**src/rtl/seg7_scan_driver.sv**
```systemverilog
// seg7_scan_driver: multiplexed N-digit common-anode 7-segment driver with frame-synchronous loads.
// Define SEG7_BLINK_EN to enable per-digit blinking selected by blink_mask.
module seg7_scan_driver #(
    parameter int N_DIGITS     = 4,
    parameter int DIV_COUNT    = 50000,
    parameter int BLANK_CYCLES = 2,
    parameter int BLINK_FRAMES = 64
) (
    input  logic                  clk,
    input  logic                  rst_n,
    input  logic [4*N_DIGITS-1:0] data_in,
    input  logic                  load,
    input  logic                  lz_blank,
    input  logic [N_DIGITS-1:0]   blink_mask,
    output logic [0:6]            seg_n,
    output logic [N_DIGITS-1:0]   an_n,
    output logic                  upd_done
);
    localparam int PW = $clog2(DIV_COUNT);
    localparam int IW = N_DIGITS > 1 ? $clog2(N_DIGITS) : 1;
    localparam int DW = 4 * N_DIGITS;

    logic [PW-1:0]       presc_q, presc_d;
    logic [IW-1:0]       idx_q, idx_d;
    logic [DW-1:0]       active_q, active_d, pend_q, pend_d;
    logic                pflag_q, pflag_d;
    logic [0:6]          seg_n_q, seg_n_d;
    logic [N_DIGITS-1:0] an_n_q, an_n_d;
    logic                upd_q, upd_d;
    logic                wrap, last, frame, lit, blink_off, lz_run;
    logic [3:0]          nib;
    logic [N_DIGITS-1:0] lz_mask;

    function automatic logic [0:6] glyph(input logic [3:0] h);
        case (h)
            4'h0: glyph = 7'h01;
            4'h1: glyph = 7'h4F;
            4'h2: glyph = 7'h12;
            4'h3: glyph = 7'h06;
            4'h4: glyph = 7'h4C;
            4'h5: glyph = 7'h24;
            4'h6: glyph = 7'h20;
            4'h7: glyph = 7'h0F;
            4'h8: glyph = 7'h00;
            4'h9: glyph = 7'h0C;
            4'hA: glyph = 7'h08;
            4'hB: glyph = 7'h60;
            4'hC: glyph = 7'h31;
            4'hD: glyph = 7'h42;
            4'hE: glyph = 7'h30;
            default: glyph = 7'h38;
        endcase
    endfunction

    // lz_mask[k] is set when nibbles k..top are all zero; digit 0 always stays visible
    always_comb begin
        lz_run  = 1'b1;
        lz_mask = '0;
        for (int k = N_DIGITS - 1; k > 0; k--) begin
            lz_run     = lz_run & (active_q[4*k +: 4] == 4'h0);
            lz_mask[k] = lz_run;
        end
    end

    always_comb begin
        wrap     = presc_q == PW'(DIV_COUNT - 1);
        last     = idx_q == IW'(N_DIGITS - 1);
        frame    = wrap && last;
        presc_d  = wrap ? '0 : presc_q + 1'b1;
        idx_d    = !wrap ? idx_q : last ? '0 : idx_q + 1'b1;
        pend_d   = load ? data_in : pend_q;
        pflag_d  = !frame && (pflag_q || load);
        active_d = !frame ? active_q : load ? data_in : pflag_q ? pend_q : active_q;
        upd_d    = frame && (load || pflag_q);
        nib      = 4'(active_q >> {idx_q, 2'b00});
        lit      = int'(presc_q) >= BLANK_CYCLES && !(lz_blank && lz_mask[idx_q])
                   && !(blink_off && blink_mask[idx_q]);
        an_n_d   = lit ? ~(N_DIGITS'(1) << idx_q) : '1;
        seg_n_d  = lit ? glyph(nib) : 7'h7F;
    end

    always_ff @(posedge clk or negedge rst_n) begin
        if (!rst_n) begin
            presc_q  <= '0;
            idx_q    <= '0;
            active_q <= '0;
            pend_q   <= '0;
            pflag_q  <= 1'b0;
            seg_n_q  <= 7'h7F;
            an_n_q   <= '1;
            upd_q    <= 1'b0;
        end else begin
            presc_q  <= presc_d;
            idx_q    <= idx_d;
            active_q <= active_d;
            pend_q   <= pend_d;
            pflag_q  <= pflag_d;
            seg_n_q  <= seg_n_d;
            an_n_q   <= an_n_d;
            upd_q    <= upd_d;
        end
    end

`ifdef SEG7_BLINK_EN
    localparam int BW = $clog2(BLINK_FRAMES) + 1;
    logic [BW-1:0] bcnt_q, bcnt_d;
    logic          bon_q, bon_d;
    logic          bflip;

    always_comb begin
        bflip  = frame && bcnt_q == BW'(BLINK_FRAMES - 1);
        bcnt_d = !frame ? bcnt_q : bflip ? '0 : bcnt_q + 1'b1;
        bon_d  = bflip ? !bon_q : bon_q;
    end

    always_ff @(posedge clk or negedge rst_n) begin
        if (!rst_n) begin
            bcnt_q <= '0;
            bon_q  <= 1'b1;
        end else begin
            bcnt_q <= bcnt_d;
            bon_q  <= bon_d;
        end
    end

    assign blink_off = !bon_q;
`else
    localparam int unused_blink_frames = BLINK_FRAMES;
    assign blink_off = 1'b0;
`endif

    assign seg_n    = seg_n_q;
    assign an_n     = an_n_q;
    assign upd_done = upd_q;
endmodule

```
**config.mk**
```make
export PLATFORM = sky130hd
export DESIGN_NAME = seg7_scan_driver
export DESIGN_NICKNAME = d
export VERILOG_FILES = /design/src/rtl/seg7_scan_driver.sv
export SDC_FILE = /design/constraint.sdc
export NUM_CORES = 1
export LEC_CHECK = 0
export CAP_MARGIN = 20
export CORE_MARGIN = 2
export CORE_UTILIZATION = 45
export CTS_BUF_LIST = sky130_fd_sc_hd__clkbuf_4
export DETAILED_ROUTE_END_ITERATION = 10
export GPL_TIMING_DRIVEN = 1
export PLACE_DENSITY = 0.67
export SYNTH_ARGS = -nofsm -noshare
export SYNTH_HDL_FRONTEND = slang
export SYNTH_SLANG_ARGS = --single-unit
```
**constraint.sdc**
```tcl
create_clock -name clk -period 2.72 [get_ports clk]
set_input_delay 0.272 -clock clk [delete_from_list [all_inputs] [get_ports clk]]
set_output_delay 0.272 -clock clk [all_outputs]
set_load 0.005 [all_outputs]
```
# Yosys cells after proc, flatten, opt, wreduce, memory -nomap -nowiden
# Memory sizes are Yosys's and may differ from the RTL's.
# Index checks and enable logic that the tools add are counted.
word_totals:
  reg_bits: 63
  mem_bits_ro: 112
  inputBits: 24
  wordCells: 41
  memories: 1
mem_list:
  columns: ["memory", "depth", "word_bits", "rd", "rd_clocked_by_memory_dff", "wr", "line_no", "rtl"]
  rows:
  - ["(name not given)", 16, 7, 1, 0, 0, "35", "case (h)"]
classes:
  addsub: 2
  n_lt_le_gt_ge: 2
  eq_ne: 2
  n_shift: 2
  mux: 8
  bitwise_logic: 3
  reduce_logical: 13
ops:
  columns: ["op", "count"]
  rows:
  - ["16-bit 2-to-1 mux", 3]
  - ["16-bit by 1-bit adder with 16-bit output, second input constant", 1]
  - ["16-bit equality test, second input constant", 1]
  - ["16-bit by 2-bit greater-or-equal comparator with 1-bit output, second input constant", 1]
  - ["16-bit by 4-bit >> shifter with 4-bit output", 1]
  - ["4-bit logical NOT", 3]
  - ["7-bit 2-to-1 mux", 1]
  - ["1-bit logical AND", 5]
  - ["4-bit 2-to-1 mux", 1]
  - ["4-bit inverter", 1]
  - ["1-bit by 2-bit left shift with 4-bit output, first input constant", 1]
  - ["2-bit by 3-bit less-than comparator with 1-bit output, second input constant", 1]
  - ["2-bit by 1-bit adder with 2-bit output, second input constant", 1]
  - ["1-bit AND", 2]
  - ["1-bit binary-select mux with 2-bit select", 1]
  - ["2-bit equality test, second input constant", 1]
  - ["1-bit logical NOT", 2]
  - ["2-bit 2-to-1 mux", 1]
  - ["2-bit AND reduction", 1]
  - ["2-bit nonzero test", 1]
  - ["1-bit logical OR", 1]
  - ["1-bit 2-to-1 mux", 1]

# Logic depth before layout (Yosys ltp)
logic_depth:
  depth_word: 9
  ltp_mapped: 7
  depth_no_buf: 6

# Worst setup path before layout
# No wires, ideal clock.
synth_timing:
  kind: "reg2reg"
  from: "register idx_q[0]"
  to: "register seg_n_q, in the netlist seg_n[3]"
  setup_time_ns: 0.066
  arrival_ns: 2.088
  required_time_ns: 2.654
  slack_ns: 0.566
  stages_incl_launch_ff: 7
  path_buffers: 1
  period_less_slack_ns: 2.154
  cell_sequence: "dfrtp_1 > clkbuf_1 > mux4_2 > inv_1 > ha_1 > o32a_1 > nand4_1"
synth_via:
  elab_chain_cells: 6
synth_rtl:
  columns: ["item", "line_no", "rtl"]
  rows:
  - ["start: declaration", "24", "logic [IW-1:0] idx_q, idx_d;"]
  - ["start signal: assignment", "94", "idx_q <= idx_d;"]
  - ["branches (longest 5 deep; another with memory 16 x 7 bit)", null, null]
  - ["7-bit 2-to-1 mux (*)", "79", "seg_n_d = lit ? glyph(nib) : 7'h7F;"]
  - ["net seg_n_d, one bit", "27", "logic [0:6] seg_n_q, seg_n_d;"]
  - ["end signal: assignment", "98", "seg_n_q <= seg_n_d;"]
  - ["end: declaration", "27", null]
# Mark *: on every way through the listed nets, which the timed path passes. The select of a mux whose other input is x is not followed.
# A chain may end at the register's enable or synchronous reset.

# Worst setup path after layout
layout_timing:
  from: "register presc_q[13]"
  to: "register active_q[12]"
layout_via:
  elab_chain_cells: 3
layout_rtl:
  columns: ["item", "line_no", "rtl"]
  rows:
  - ["start: declaration", "23", "logic [PW-1:0] presc_q, presc_d;"]
  - ["start signal: assignment", "93", "presc_q <= presc_d;"]
  - ["16-bit equality test", "66", "wrap = presc_q == PW'(DIV_COUNT - 1);"]
  - ["1-bit logical AND", "68", "frame = wrap && last;"]
  - ["2-bit AND reduction (no line)", null, null]
  - ["end signal: assignment", "95", "active_q <= active_d;"]
  - ["end: declaration", "25", "logic [DW-1:0] active_q, active_d, pend_q, pend_d;"]
# Every way passes these cells.

==> metrics <==
#FFs+latches synth 63; status finished clean; CP arrival 2.54 ns; Most used DFF post-synth dfrtp_1; pwr dens 455 nW/um^2; Tot Pwr 1.59 mW; Max Fanout on Critical Path 16; first-pass GRT wire length 9110 um; routed vias 1,886; die extent in x 85.2 um; f_max 445 MHz; count leader, synth dfrtp_1; Syn Nets 268; setup TNS 0 ns; CORE AREA 6350 sq um; most frequent cells after synthesis 52 x dfrtp_1, 26 x mux2_2, 15 x nand3_1, 14 x nor2_1, 12 x ha_1; routing usage on met1 22.3%; Period minus WS final 2.25 ns; die area 7270 sq um; H-tree levels 3; final WL 5130 um; CTS resizes 0; met2 global-route usage 23.9%; hold buffers post-CTS 1; DRT Pass-1 Iters 4; Worst Hold Class in -> async; clk sink count 63; GRT Overall Usage 16.3%; area leader, netlist dfrtp_1; post-place setup slack 0.467 ns; post-route ant nets 0; IO buf count 31; Routability Congestion 0.863; peak supply drop 0.000258 V; vias per cell 5.34; initial DRC count 73; crit path to active_q[12]; cell count after synthesis 232; sequential fraction of the synthesis area 53.5%; CP Launch Type flip-flop; Post-synth EDFFs 0; # nets final 307; Synth area leaders dfrtp_1 44%, mux2_2 9.9%, dfstp_2 9.7%; area share of the largest cell type after synthesis 43.8%; CTS tree yes; R2R depth 4; Clk pin slew, worst setup/hold paths 0.11 ns; Worst R2R Start presc_q[13]; final hold vios 0; GRT Max-Usage Layer met2; grt ovf 0; final worst slack 0.472 ns; detailed placer's ending HPWL 3680 um; CTS max path bufs 2; Die Y 85.2 um; Slew headroom 61.4%; fill count 539; P&R area growth vs syn 17.8%; GR Util met3 3.50%; critical path type reg -> reg; CTS root buf clkbuf_4; initial antenna violation count 0; Worst R2R Setup Slack 0.47 ns; Setup violations, final 0; row cnt 29; Initial Utilization 46.8%; total clock buffers created by CTS 9; Req. time, crit path 3.01 ns; clk_lat worst skew 0.41 ns; max-slew violations 0; warning count from the yosys run 0; Crit. End Element flip-flop; drt wl/cell 14.5 um; RSZ-0062 raised after global routing no; skew final 0.0109 ns; Critical Path Start presc_q[13]; Reg-to-Reg End active_q[12]; largest net degree at the start of global routing 39; Worst Max-Slew Pin Slew 0.578 ns; leakage 1.61 nW; ys async rst share 100%; I/O pins 36; max-cap viol count 0; postcts setup bufs 0; Residual DRC 0; Syn Area/Cell 12.8 sq um; Cell variety after synth 35; Post-Syn Area 2970 sq um; vias in the first global route 1,870; diode count 0; layout cells sized above 1 27.2%; Tcrit/Tclk final 82.6%
## registers in the layout, indices dropped and copies added (netlist names)
register  cells
pflag_q       1
presc_q      16
upd_done      1
active_q     16
pend_q       16
seg_n         7
an_n          4
idx_q         2
## per-stage QoR
| stage | cell area [sq um] | utilization, % | hold slack, ns | instances |
|---|---|---|---|---|
| finish | 3500 | 55.1 | 0.381 | 353 |
| global route | 3500 | 55.1 | 0.418 | 353 |
| CTS | 3500 | 55.1 | 0.382 | 353 |
| detailed placement | 3380 | 53.2 | 0.302 | 336 |
| global placement | 3380 | 53.2 | 0.302 | 336 |
| floorplan | 2970 | - | -0.0236 | 232 |
## logic make-up (layout without fill, tap and decap cells)
kind of cell             Yosys count  count (layout)  synth area share [%]
adder cells (fa/ha/maj)           12              12                  5.05
AO/OA/AOI/OAI                     15              15                  3.33
XOR/XNOR                          12              12                  3.54
buffers and inverters             18              62                  2.57
flip-flops                        63              63                  53.5
AND/OR/NAND/NOR                   72              72                  14.0
multiplexers                      40              40                  17.9
## power breakdown
group / switching (mW) / total, mW / internal [mW]
Sequential: 0.00503 / 0.965 / 0.960
Clock: 0.324 / 0.539 / 0.214
Combinational: 0.0381 / 0.0880 / 0.0499
Total: 0.368 / 1.59 / 1.22
## final cells by class
class	count	area (sq um)	share of cell area [%]
clock inverter	4	22.5	0.644
sequential	63	1590	45.5
multi-input combinational	151	1300	37.3
inverter	10	37.5	1.07
tap	77	96.3	2.75
clock buffer	12	90.1	2.58
timing repair buffer	36	358	10.2
## critical path: stages (launching register included)
cell and delay [ns]:
dfrtp_1 0.42, or4_4 0.56, nor4_4 0.36, nand4b_4 0.38, mux2_4 0.41
## cell usage in the layout (no fill, tap or decap), types with 2 or more instances in the layout
cell type | netlist | routed
a21oi_1 | 4 | 4
clkbuf_4 | 0 | 12
buf_4 | 0 | 3
mux2_2 | 26 | 26
dfrtp_1 | 52 | 52
dfstp_2 | 11 | 11
xnor2_1 | 5 | 5
mux4_2 | 4 | 4
inv_1 | 10 | 10
a22oi_1 | 4 | 4
clkdlybuf4s50_1 | 0 | 30
nor2_1 | 14 | 14
o21ai_0 | 3 | 3
ha_1 | 12 | 12
nor3_1 | 4 | 4
or3_1 | 2 | 2
nor4_1 | 7 | 7
nand2_1 | 7 | 7
nand4_1 | 10 | 10
mux2_4 | 10 | 10
nor2b_1 | 3 | 3
nand3_1 | 15 | 15
clkinv_2 | 0 | 3
xor2_1 | 7 | 7
and3_1 | 2 | 2
and2_1 | 2 | 2
## worst min path at each step
| stage | from | endpoint | slack, ns |
|---|---|---|---|
| floorplan | rst_n | active_q[0] | -0.02 |
| global placement | rst_n | pend_q[4] | 0.30 |
| detailed placement | rst_n | pend_q[1] | 0.30 |
| CTS | rst_n | pend_q[1] | 0.38 |
| global route | rst_n | pend_q[1] | 0.42 |
| finish | rst_n | pend_q[1] | 0.38 |
## routing by layer
metal	wire, um	part of all wire, %
met4	121	2.4
met5	0	0
met2	2390	47
met1	2460	48
met3	165	3.2
No activity file was read; power rests on OpenSTA's default activity.
